<file path="src/rtl/mult_share_arbiter.sv">
// rtl/mult_share_arbiter.sv - round-robin sharing of one shift-add 8x8 multiplier
// Optional watchdog built when MULT_SHARE_ARBITER_TIMEOUT_EN is defined.
module mult_share_arbiter #(
  parameter int NREQ    = 4,
  parameter int TIMEOUT = 31
) (
  input  logic                 clk,
  input  logic                 rst,
  input  logic [NREQ-1:0]      req_valid,
  output logic [NREQ-1:0]      req_ready,
  input  logic [8*NREQ-1:0]    req_a,
  input  logic [8*NREQ-1:0]    req_b,
  output logic [NREQ-1:0]      rsp_valid,
  input  logic [NREQ-1:0]      rsp_ready,
  output logic [15:0]          rsp_result,
  output logic                 rsp_err,
  output logic                 mul_rst,
  output logic [7:0]           mul_multiplicand,
  output logic [7:0]           mul_multiplier,
  input  logic [15:0]          mul_result,
  input  logic                 mul_end_op,
  output logic                 busy,
  output logic [2:0]           grant_id
);

  localparam logic [1:0] S_IDLE = 2'd0;
  localparam logic [1:0] S_RUN  = 2'd1;
  localparam logic [1:0] S_RESP = 2'd2;
  localparam logic [2:0] LAST   = 3'(NREQ - 1);

  // Parameter range guard; an out-of-range setting leaves this marker block in the hierarchy.
  if (NREQ < 2 || NREQ > 8 || TIMEOUT < 1 || TIMEOUT > 255) begin : g_param_out_of_range
  end

  logic [1:0]  state;
  logic [2:0]  ptr;
  logic [7:0]  valid_pad;
  logic [7:0]  rsp_ready_pad;
  logic [63:0] a_pad;
  logic [63:0] b_pad;
  logic        gnt_found;
  logic [2:0]  gnt_idx;
  logic [3:0]  cand;
  logic        grant;
  logic        take_rsp;
  logic        wd_fire;

  assign valid_pad     = 8'(req_valid);
  assign rsp_ready_pad = 8'(rsp_ready);
  assign a_pad         = 64'(req_a);
  assign b_pad         = 64'(req_b);

  // First pending requester at or after ptr, wrapping modulo NREQ.
  always_comb begin
    gnt_found = 1'b0;
    gnt_idx   = ptr;
    cand      = '0;
    for (int k = 0; k < NREQ; k++) begin
      cand = {1'b0, ptr} + 4'(k);
      if (cand >= 4'(NREQ)) cand = cand - 4'(NREQ);
      if (!gnt_found && valid_pad[cand[2:0]]) begin
        gnt_found = 1'b1;
        gnt_idx   = cand[2:0];
      end
    end
  end

  assign grant    = (state == S_IDLE) && gnt_found;
  assign take_rsp = (state == S_RESP) && rsp_ready_pad[grant_id];
  assign mul_rst  = (state != S_RUN);
  assign busy     = (state != S_IDLE);

  always_comb begin
    req_ready = '0;
    rsp_valid = '0;
    for (int i = 0; i < NREQ; i++) begin
      req_ready[i] = grant && (gnt_idx == 3'(i));
      rsp_valid[i] = (state == S_RESP) && (grant_id == 3'(i));
    end
  end

`ifdef MULT_SHARE_ARBITER_TIMEOUT_EN
  logic [7:0] wd;

  assign wd_fire = (wd == 8'(TIMEOUT - 1));

  // A product arriving on the firing cycle takes precedence over the timeout.
  always_ff @(posedge clk or negedge rst) begin
    if (!rst) begin
      wd      <= '0;
      rsp_err <= 1'b0;
    end else begin
      if (state == S_IDLE) wd <= '0;
      else if (state == S_RUN && !mul_end_op && !wd_fire) wd <= wd + 8'd1;
      if (state == S_RUN && mul_end_op) rsp_err <= 1'b0;
      else if (state == S_RUN && wd_fire) rsp_err <= 1'b1;
    end
  end
`else
  assign wd_fire = 1'b0;
  assign rsp_err = 1'b0;
`endif

  always_ff @(posedge clk or negedge rst) begin
    if (!rst) begin
      state            <= S_IDLE;
      ptr              <= '0;
      mul_multiplicand <= '0;
      mul_multiplier   <= '0;
      rsp_result       <= '0;
      grant_id         <= '0;
    end else begin
      case (state)
        S_IDLE: if (grant) begin
          mul_multiplicand <= a_pad[{gnt_idx, 3'b000} +: 8];
          mul_multiplier   <= b_pad[{gnt_idx, 3'b000} +: 8];
          grant_id         <= gnt_idx;
          state            <= S_RUN;
        end
        S_RUN: if (mul_end_op) begin
          rsp_result <= mul_result;
          state      <= S_RESP;
        end else if (wd_fire) begin
          rsp_result <= 16'h0000;
          state      <= S_RESP;
        end
        S_RESP: if (take_rsp) begin
          ptr   <= (grant_id == LAST) ? 3'd0 : grant_id + 3'd1;
          state <= S_IDLE;
        end
        default: state <= S_IDLE;
      endcase
    end
  end

endmodule

</file>
<file path="config.mk">
export PLATFORM = sky130hd
export DESIGN_NAME = mult_share_arbiter
export DESIGN_NICKNAME = d
export VERILOG_FILES = /design/src/rtl/mult_share_arbiter.sv
export SDC_FILE = /design/constraint.sdc
export NUM_CORES = 1
export LEC_CHECK = 0
export CORE_ASPECT_RATIO = 1.2
export CORE_UTILIZATION = 43
export DETAILED_ROUTE_END_ITERATION = 10
export PLACE_DENSITY = 0.83
export SKIP_CTS_REPAIR_TIMING = 1
export SLEW_MARGIN = 20
export SYNTH_ARGS = -nofsm -noshare
export SYNTH_HDL_FRONTEND = slang
export SYNTH_SLANG_ARGS = --single-unit
</file>
<file path="constraint.sdc">
create_clock -name clk -period 10.1 [get_ports clk]
set_input_delay 2.02 -clock clk [delete_from_list [all_inputs] [get_ports clk]]
set_output_delay 2.02 -clock clk [all_outputs]
set_load 0.05 [all_outputs]
</file>
# == Word level (Yosys, flattened, before mapping) ==
# Cells that the tools add are included.
# totals
reg_bits,40
input_bits,91
out_inout_bits,46
word_cells,88
# classes
addsub,8
order_cmp,9
eq_ne,12
shifts,2
mux,27
n_reduce_logical,24
# ops
cell,count
$shiftx 64x7->8,2
$mux 3,9
$lt 3x4->1 const B,5
$bmux 1 s3,5
$logic_and 1x1->1,13
$eq 3x2->1 const B,4
$ge 4x3->1 const B,3
$sub 3x3->3 const B,4
$mux 1,9
$add 3x2->4 const B,2
$eq 3x1->1 const B,2
$logic_not 3->1,2
$mux 2,3
$ne 2x2->1 const B,3
$pmux 2 s3,1
$reduce_and 2->1,3
$add 3x1->4 const B,1
$add 3x1->3 const B,1
$ge 3x3->1 const B,1
$logic_not 1->1,3
$reduce_and 3->1,1
$eq 2x1->1 const B,1
$eq 2x2->1 const B,1
$logic_not 2->1,1
2 further kinds,2

# == Logic depth before layout (Yosys ltp) ==
# Gate-level depths: netlist of run 1.
# depth
word_depth,17
ltp_mapped,13
ltp_nobuf,9

# == Worst setup path after synthesis of run 1 ==
# Ideal clock, no wire load.
# synth_path
path_kind,in2out
from,input port req_valid[1]
to,output port req_ready[0]
arrival_ps,4418
required_ps,8080
path_slack_ps,3662
path_stages,7
path_cell_list,clkbuf_1 -> mux4_2 -> o21ai_2 -> o311ai_4 -> xnor2_4 -> buf_2 -> nor3_1
# synth_between
elab_chain_len,14
elab_cells_between_ends,25
cone_classes,16 x mux; 9 x reduce/logical
# synth_rtl
item,line,source
"start, declared",9,"input logic [NREQ-1:0] req_valid,"
$bmux 1 s3,61,if (!gnt_found && valid_pad[cand[2:0]]) begin
$mux 1 (not written as such),61,
$mux 1,61,
$logic_not 1->1,61,
$logic_and 1x1->1,61,
$mux 1,61,
$logic_not 1->1,61,
$logic_and 1x1->1,61,
$mux 1,61,
$logic_not 1->1,61,
$logic_and 1x1->1,61,
$mux 3 / $mux 1 (equally long branches),61,
$logic_not 3->1 / $logic_and 1x1->1 (equally long branches),"77, 68",
$logic_and 1x1->1 *,77,req_ready[i] = grant && (gnt_idx == 3'(i));
"end, declared",10,"output logic [NREQ-1:0] req_ready,"
# Every way passes the cells marked *; elsewhere a longest branch is shown, timed or not. The select of a mux whose other input is x is not followed.

# == Worst setup path in the final report of run 1 ==
# layout_path
from,input port req_valid[1]
to,output port req_ready[2]
# layout_between
elab_chain_len,14
elab_cells_between_ends,25
cone_classes,1 x eq/ne; 16 x mux; 8 x reduce/logical
# layout_rtl
item,line
$bmux 1 s3,61
$mux 1 (not written as such),61
$mux 1,61
$logic_not 1->1,61
$logic_and 1x1->1,61
$mux 1,61
$logic_not 1->1,61
$logic_and 1x1->1,61
$mux 1,61
$logic_not 1->1,61
$logic_and 1x1->1,61
$mux 3 / $mux 1 (equally long branches),61
$eq 3x2->1 / $logic_and 1x1->1 (equally long branches),"77, 68"
$logic_and 1x1->1 *,77
# Marks and branches as above.

==> results of run 1 <==
[worst min-delay path by stage]
stage / startpoint / to / slack (ns) / depth (start not counted)
CTS: rsp_result[10] / rsp_result[10] / 0.51 / 1
global route: rsp_result[2] / rsp_result[2] / 0.53 / 1
finish: rsp_result[10] / rsp_result[10] / 0.51 / 1
floorplan: ptr[2] / ptr[2] / 0.49 / 1
detailed placement: rsp_result[10] / rsp_result[10] / 0.49 / 1
global placement: rsp_result[2] / rsp_result[2] / 0.49 / 1
[kinds of logic (layout without fill, tap and decap cells)]
kind of cell             after synthesis  in the layout  synth area share
multiplexers                          25             25             0.117
other                                  1              1           0.00146
buffers and inverters                 26            152            0.0613
adder cells (fa/ha/maj)                6              6            0.0292
flip-flops                            40             40             0.389
AO/OA/AOI/OAI                         36             36             0.146
AND/OR/NAND/NOR                      133            133             0.235
XOR/XNOR                               2              2            0.0214
[power breakdown]
part	switching [uW]	internal, uW
logic	718	434
registers	62.4	242
clock network	60.1	74.4
[flip-flops by register name (all words and copies together), names as in the netlist]
name and count:
grant_id 3, mul_multiplicand 8, mul_multiplier 8, ptr 3, rsp_result 16, state 2
[Yosys cell counts (2+ instances only)]
master	n	share of area
a21o_1	3	0.0088
a21oi_1	5	0.0097
a311oi_1	4	0.014
a311oi_2	12	0.070
and2_1	6	0.015
and3_1	18	0.044
buf_2	6	0.012
buf_4	2	0.0058
buf_6	6	0.026
clkbuf_1	4	0.0058
dfrtp_1	40	0.39
ha_1	6	0.029
inv_1	8	0.012
mux2_2	20	0.088
mux2i_1	3	0.012
mux4_2	2	0.018
nand2_1	69	0.10
nand2b_1	6	0.015
nand3_1	2	0.0039
nor2_1	21	0.031
nor3_1	5	0.0097
o21ai_0	4	0.0078
or2_2	2	0.0049
xnor2_4	2	0.021
[metrics by stage]
step	total power, uW	setup WS (ns)	std cells	area (sq um)
floorplan	1200	3.66	269	2570
global placement	1440	2.88	467	3900
detailed placement	1460	2.90	467	3900
CTS	1600	2.87	475	4010
global route	1700	2.70	475	4010
finish	1590	2.85	475	4010
[layer usage]
layer	up-vias	track usage	share of wire
met3	18	0.0465	0.039
li1	1174	-	-
met2	81	0.399	0.53
met4	0	0.102	0.029
met1	1165	0.295	0.40
met5	-	0	0
[placed cells by master, fill, tap and decap left out, drive strengths merged, types with 3 or more instances in the layout]
cell	Yosys	final
clkdlybuf4s50	0	134
nand2	69	69
dfrtp	40	40
nor2	21	21
mux2	20	20
and3	18	18
a311oi	16	16
inv	8	9
nand2b	6	6
and2	6	6
ha	6	6
a21oi	6	6
nor3	5	5
clkbuf	4	5
o21ai	5	5
mux2i	3	3
a21o	3	3
[final cells by class]
cell class,count,share of cell area
Tap cell,80,0.0250
Sequential cell,40,0.250
Multi-Input combinational cell,203,0.352
Clock inverter,3,0.0115
Clock buffer,5,0.0172
Inverter,8,0.00749
Timing Repair Buffer,136,0.337
==> run metrics, run 1 <==
status=completed; Period minus WS final=between 7 and 8 ns; type of origin of the critical path=primary input; FF+latch count, synth=40; slowest library cell on the worst path=clkdlybuf4s50_1; Worst Setup EP=req_ready[2]; drt pass-1 iters=4; Die H=86.7 um; Max H-tree Level=2; Warnings, synthesis=0; post-route core utilization=0.703; Tcrit/Tclk final=0.718; FILL cells=about 460; vias per std cell=5.13; Sequential Area=0.00100 sq mm; I/O pin count=137; Final Setup Violations=0; share of layout cells above drive strength 1=0.134; Initial Utilization=0.450; Worst path depth=7; PD cells=around 400 mW/mm^2; Critical Path Start=req_valid[1]; area of the multi-input gates=0.00141 sq mm; unrepaired setup endpoints after global routing=false; R2R Setup Slk=approximately 6.0 ns; DP HPWL=~5300 um; WL/cell=between 15 and 20 um; crit end category=output port; Setup CP Type=in2out; Mapped Area=0.00257 sq mm; required time worst endpoint=slightly above 8 ns; CTS max path bufs=2; Placer Congestion=slightly above 0.8; worst reg2reg startpoint=ptr[0]; nets=a little under 500; # diodes=0; Clock Sinks=40; largest net degree at the start of global routing=between 40 and 50; TritonCTS buffer count=5; row count=30; cell family with most CP delay=buffers and inverters; Crit path buffers/inverters=2; Worst-Skew Late Latency=0.29 ns; leakage=0.00169 uW; Setup TNS Final=0 ns; R2R depth=9; Post-DRT Antenna Nets=0; max_cap viols=0; worst-margin pin slew=about 0.93 ns; Clock Tree Root=clkbuf_8; syn_nets=between 300 and 400; first-pass GRT wire length=about 12,000 um; I/O Buffers=~140; GRT Total Usage=0.237; Hold WC Path Type=reg2reg; leading register cell type out of synthesis=dfrtp_1; async set-reset flop share out of synthesis=1.00; DIE AREA=0.00629 sq mm; core area=around 0.0057 sq mm; grt ovf=0; Post-Route WL=about 7200 um; Syn Area/Cell=between 9 and 10 sq um; synthesis-to-layout area growth=56.1%; Rel. slew slack=0.380; CTS tree=built; worst-path fanout max=34; Min Hold Slack=a little over 0.5 ns; Most Frequent Cell on Critical Path=clkdlybuf4s50_1; Reg clk slew, reported paths=0.08 ns; initial antenna violation count=0; Mapped Cells=approximately 270; sequential-to-total area share from yosys stat=0.389; Initial DRC Count=60; Final Hold Viols=0; cell breakdown of the critical path=clkdlybuf4s50_1, mux4_2, o21ai_2, o311ai_4, xnor2_4, and3_1, clkdlybuf4s50_1; CP Data Arrival Time=about 5.2 ns; number of global-route vias before repair=roughly 2,400; total vias in the final route=~2,400; max-slew violations=0; residual DRC count=0; Synth cell types=37; DIE WIDTH=72.6 um; Peak VDD IR=between 200 and 300 uV; Post-synth EDFFs=0; CP max stage delay=roughly 0.8 ns; Fmax=138 MHz; Max Clock Skew=between 0.005 and 0.006 ns; RR Endpoint=mul_multiplier[5]
Note: power is estimated with default switching activity, not from simulation.
==> run 2: changes to the inputs <==
CORE_UTILIZATION = 40   (was 43)
PLACE_DENSITY = 0.78   (was 0.83)
clock period = 7.2 ns   (was 10.1 ns; I/O delays follow)
==> run metrics, run 2 (same netlist as run 1, synthesis figures left out) <==
R2R Setup Slk=roughly 3.2 ns; Largest regs=rsp_result x16, mul_multiplicand x8, mul_multiplier x8; PD cells=around 560 mW/mm^2; initial antenna violation count=0; cell breakdown of the critical path=clkdlybuf4s50_1, mux4_2, o21ai_2, o311ai_4, xnor2_4, buf_4, and3_1, clkdlybuf4s50_1; DIE AREA=0.00675 sq mm; GRT Total Usage=0.215; R2R depth=9; HP Start=rsp_result[3]; status=completed; Clock Tree Root=clkbuf_8; Peak VDD IR=277 uV; worst reg2reg startpoint=ptr[0]; nets=between 400 and 500; CP max stage delay=0.80 ns; required time worst endpoint=around 5.8 ns; Worst-Skew Late Latency=0.29 ns; total vias in the final route=roughly 2,400; Period minus WS final=approximately 5.9 ns; type of origin of the critical path=primary input; Initial DRC Count=91; largest net degree at the start of global routing=41; post-route cell area=between 0.004 and 0.005 sq mm; Rel. slew slack=0.389; slowest library cell on the worst path=clkdlybuf4s50_1; TritonCTS buffer count=5; Worst Hold Endpoint=rsp_result[3]; worst-path fanout max=25; CTS tree=built; max FFs per register=16; residual DRC count=0; Initial Utilization=0.419; share of layout cells above drive strength 1=0.139; max-slew violations=0; most frequent cells in the layout=clkdlybuf4s50_1 (134), nand2_1 (69), dfrtp_1 (40); Sequential Area=between 0.001 and 0.0015 sq mm; WL/cell=roughly 15 um; Tcrit/Tclk final=0.826; Post-DRT Antenna Nets=0; vias per std cell=around 5; crit end category=output port; Top reg by flops=rsp_result; Final Setup Violations=0; Post-Route WL=7080 um; Most Frequent Cell on Critical Path=clkdlybuf4s50_1; Reg clk slew, reported paths=~0.080 ns; Fmax=around 170 MHz; RR Endpoint=mul_multiplicand[4]; DIE WIDTH=between 70 and 80 um; CP Data Arrival Time=roughly 4.5 ns; Clock Sinks=40; first-pass GRT wire length=between 10,000 and 15,000 um; Placer Congestion=approximately 0.85; hold depth=1; Max H-tree Level=2; Die H=between 80 and 90 um; row count=31; # diodes=0; Final Hold Viols=0; I/O pin count=137; FILL cells=about 560; leakage=about 0.0017 uW; synthesis-to-layout area growth=56.6%; grt ovf=0; Setup TNS Final=0 ns; worst-margin pin slew=0.916 ns; core area=between 0.006 and 0.007 sq mm; drt pass-1 iters=4; I/O Buffers=135; Placed Area=0.00391 sq mm; max_cap viols=0; Setup CP Type=in2out; unrepaired setup endpoints after global routing=false; number of global-route vias before repair=2,453; area of the multi-input gates=between 0.001 and 0.0015 sq mm; DP HPWL=between 5000 and 6000 um; Max Clock Skew=0.00805 ns; most common cell after layout, fill and taps aside=clkdlybuf4s50_1; Hold WC Path Type=reg2reg; CTS max path bufs=2
run 2: worst max-delay path by stage:
| stage | from | endpoint | depth (start not counted) |
|---|---|---|---|
| 3_5_place_dp | req_valid[1] | req_ready[3] | 8 |
| 3_3_place_gp | req_valid[1] | req_ready[3] | 8 |
| 6_report | req_valid[1] | req_ready[3] | 8 |
| 2_1_floorplan | req_valid[1] | req_ready[0] | 7 |
| 5_1_grt | req_valid[1] | req_ready[3] | 8 |
| 4_1_cts | req_valid[1] | req_ready[3] | 8 |
run 2: metrics by stage:
stage,setup slack [ns],util,cells,power (uW),hold WS [ns]
after CTS,1.24,0.657,479,2270,0.513
after floorplan,1.92,-,269,1680,0.493
after detailed placement,1.26,0.639,471,2080,0.493
final,1.25,0.657,479,2250,0.507
after global placement,1.29,0.639,471,2040,0.489
after global routing,1.14,0.657,479,2400,0.530
run 2: power by group:
group / internal (uW) / switching, uW
registers: 340 / 85.8
logic: 624 / 1020
clock network: 103 / 82.0
total: 1070 / 1180
run 2: per-layer routing:
layer | GRT usage | up-vias | routed length, um
met5 | 0 | - | 0
met4 | 0.0664 | 0 | 141
met3 | 0.0415 | 11 | 379
met2 | 0.372 | 81 | 3640
met1 | 0.265 | 1170 | 2920
li1 | - | 1172 | -
run 2: area by class of cell:
cell class	count	share of cell area
Clock buffer	5	0.0171
Tap cell	82	0.0255
Inverter	8	0.00746
Sequential cell	40	0.249
Clock inverter	3	0.0106
Multi-Input combinational cell	203	0.351
Timing Repair Buffer	138	0.340
run 2: worst max-delay path: cells and delay by family:
kind,cells,cell delay (ns)
AO/OA/AOI/OAI,2,0.31
buffers and inverters,3,1.68
AND/OR/NAND/NOR,1,0.19
multiplexers,1,0.53
XOR/XNOR,1,0.35
==> run 3: changes to the inputs <==
CORE_UTILIZATION = 36   (was 40)
PLACE_DENSITY = 0.74   (was 0.78)
clock period = 4.9 ns   (was 7.2 ns; I/O delays follow)
==> run metrics, run 3 (same netlist as run 1, synthesis figures left out) <==
worst-path fanout max=17; I/O Buffers=approximately 140; Post-Route WL=a little over 7000 um; Worst path depth=8; CP Data Arrival Time=around 3.5 ns; drt pass-1 iters=4; Reg clk slew, reported paths=approximately 0.080 ns; Setup CP Type=reg2out; Worst Setup EP=req_ready[3]; Period minus WS final=roughly 4.4 ns; Final Hold Viols=0; Fmax=~230 MHz; CP max stage delay=0.79 ns; I/O pin count=137; share of layout cells above drive strength 1=0.151; Hold WC Path Type=reg2reg; largest net degree at the start of global routing=slightly above 40; hold depth=1; Placer Congestion=roughly 0.81; grt ovf=0; slowest library cell on the worst path=dfrtp_1; Crit path buffers/inverters=2; max-slew violations=0; vias per std cell=4.91; max_cap viols=0; CTS tree=built; # diodes=0; Final Setup Violations=0; PD cells=839 mW/mm^2; most common cell after layout, fill and taps aside=clkdlybuf4s50_1; Largest regs=rsp_result x16, mul_multiplicand x8, mul_multiplier x8; Initial Utilization=0.375; unrepaired setup endpoints after global routing=false; synthesis-to-layout area growth=60.6%; nets=494; cell breakdown of the critical path=inv_1, ha_1, mux2_2, nand4_1, o221ai_1, a221oi_2, and3_1, buf_12; required time worst endpoint=~3.9 ns; DP HPWL=about 5300 um; worst-margin pin slew=slightly above 0.9 ns; R2R depth=10; GRT Total Usage=0.192; DIE AREA=~0.0075 sq mm; R2R Setup Slk=between 1 and 1.5 ns; total vias in the final route=about 2,400; Die H=94.6 um; WL/cell=14.7 um; CTS max path bufs=2; row count=33; DIE WIDTH=between 70 and 80 um; Overall Power=roughly 3500 uW; Tcrit/Tclk final=0.907; status=completed; RR Endpoint=mul_multiplicand[0]; max FFs per register=16; Post-DRT Antenna Nets=0; first-pass GRT wire length=about 11,000 um; Critical Path Start=ptr[0]; initial antenna violation count=0; Max Clock Skew=between 0.005 and 0.006 ns; leakage=~0.0018 uW; Clock Sinks=40; type of origin of the critical path=flop; crit end category=output port; Clock Tree Root=clkbuf_8; cell family with most CP delay=flip-flops; most frequent cells in the layout=clkdlybuf4s50_1 (130), nand2_1 (69), dfrtp_1 (40); core area=0.00685 sq mm; Initial DRC Count=110; Max H-tree Level=2; number of global-route vias before repair=~2,300; Top reg by flops=rsp_result; Worst-Skew Late Latency=slightly below 0.3 ns; worst reg2reg startpoint=ptr[0]; TritonCTS buffer count=5; residual DRC count=0; Rel. slew slack=0.379; Setup TNS Final=0 ns; Peak VDD IR=roughly 550 uV
## run 3: changes by cell type in the layout (fill, tap and decap cells not counted), sizes merged
| cell | previous run | this run |
|---|---|---|
| buf | 4 | 9 |
| bufinv | 1 | 3 |
| clkdlybuf4s50 | 134 | 130 |
| clkinv | 1 | 0 |
| clkinvlp | 1 | 0 |
## run 3: metrics by stage
stage / hold slack (ns) / util / instances / cell area, sq um / setup slack [ns]
floorplan: 0.493 / - / 269 / 2570 / 0.486
global placement: 0.487 / 0.579 / 477 / 3970 / 0.853
detailed placement: 0.492 / 0.579 / 477 / 3970 / 0.779
CTS: 0.511 / 0.602 / 485 / 4130 / 0.427
global route: 0.525 / 0.602 / 485 / 4130 / 0.197
finish: 0.508 / 0.602 / 485 / 4130 / 0.458
## run 3: metal layers
| layer | wire length [um] | share of wire | track usage | vias to the layer above |
|---|---|---|---|---|
| met2 | 3680 | 0.52 | 0.334 | 67 |
| met3 | 436 | 0.061 | 0.0551 | 5 |
| met1 | 2950 | 0.41 | 0.229 | 1130 |
| met5 | 0 | 0 | 0 | - |
| met4 | 70 | 0.0098 | 0.0545 | 0 |
| li1 | - | - | - | 1178 |
## run 3: power breakdown
group	internal, uW	total [uW]	switching (uW)
sequential	500	624	124
combinational	964	2460	1500
clock	255	374	119
total	1720	3460	1740
## run 3: cell type report
cell class              count  area, sq um
repair buffers            139         1420
fillers                   635         2730
clock inverters             3         90.1
inverters                   8         30.0
well taps                  87          109
clock buffers               5         68.8
flip-flops and latches     40         1000
multi-input cells         203         1410
## run 3: worst min-delay path by stage
stage / startpoint / to / slack, ns
6_report: rsp_result[7] / rsp_result[7] / 0.51
5_1_grt: rsp_result[7] / rsp_result[7] / 0.53
4_1_cts: rsp_result[15] / rsp_result[15] / 0.51
3_5_place_dp: rsp_result[15] / rsp_result[15] / 0.49
3_3_place_gp: rsp_result[13] / rsp_result[13] / 0.49
2_1_floorplan: ptr[2] / ptr[2] / 0.49
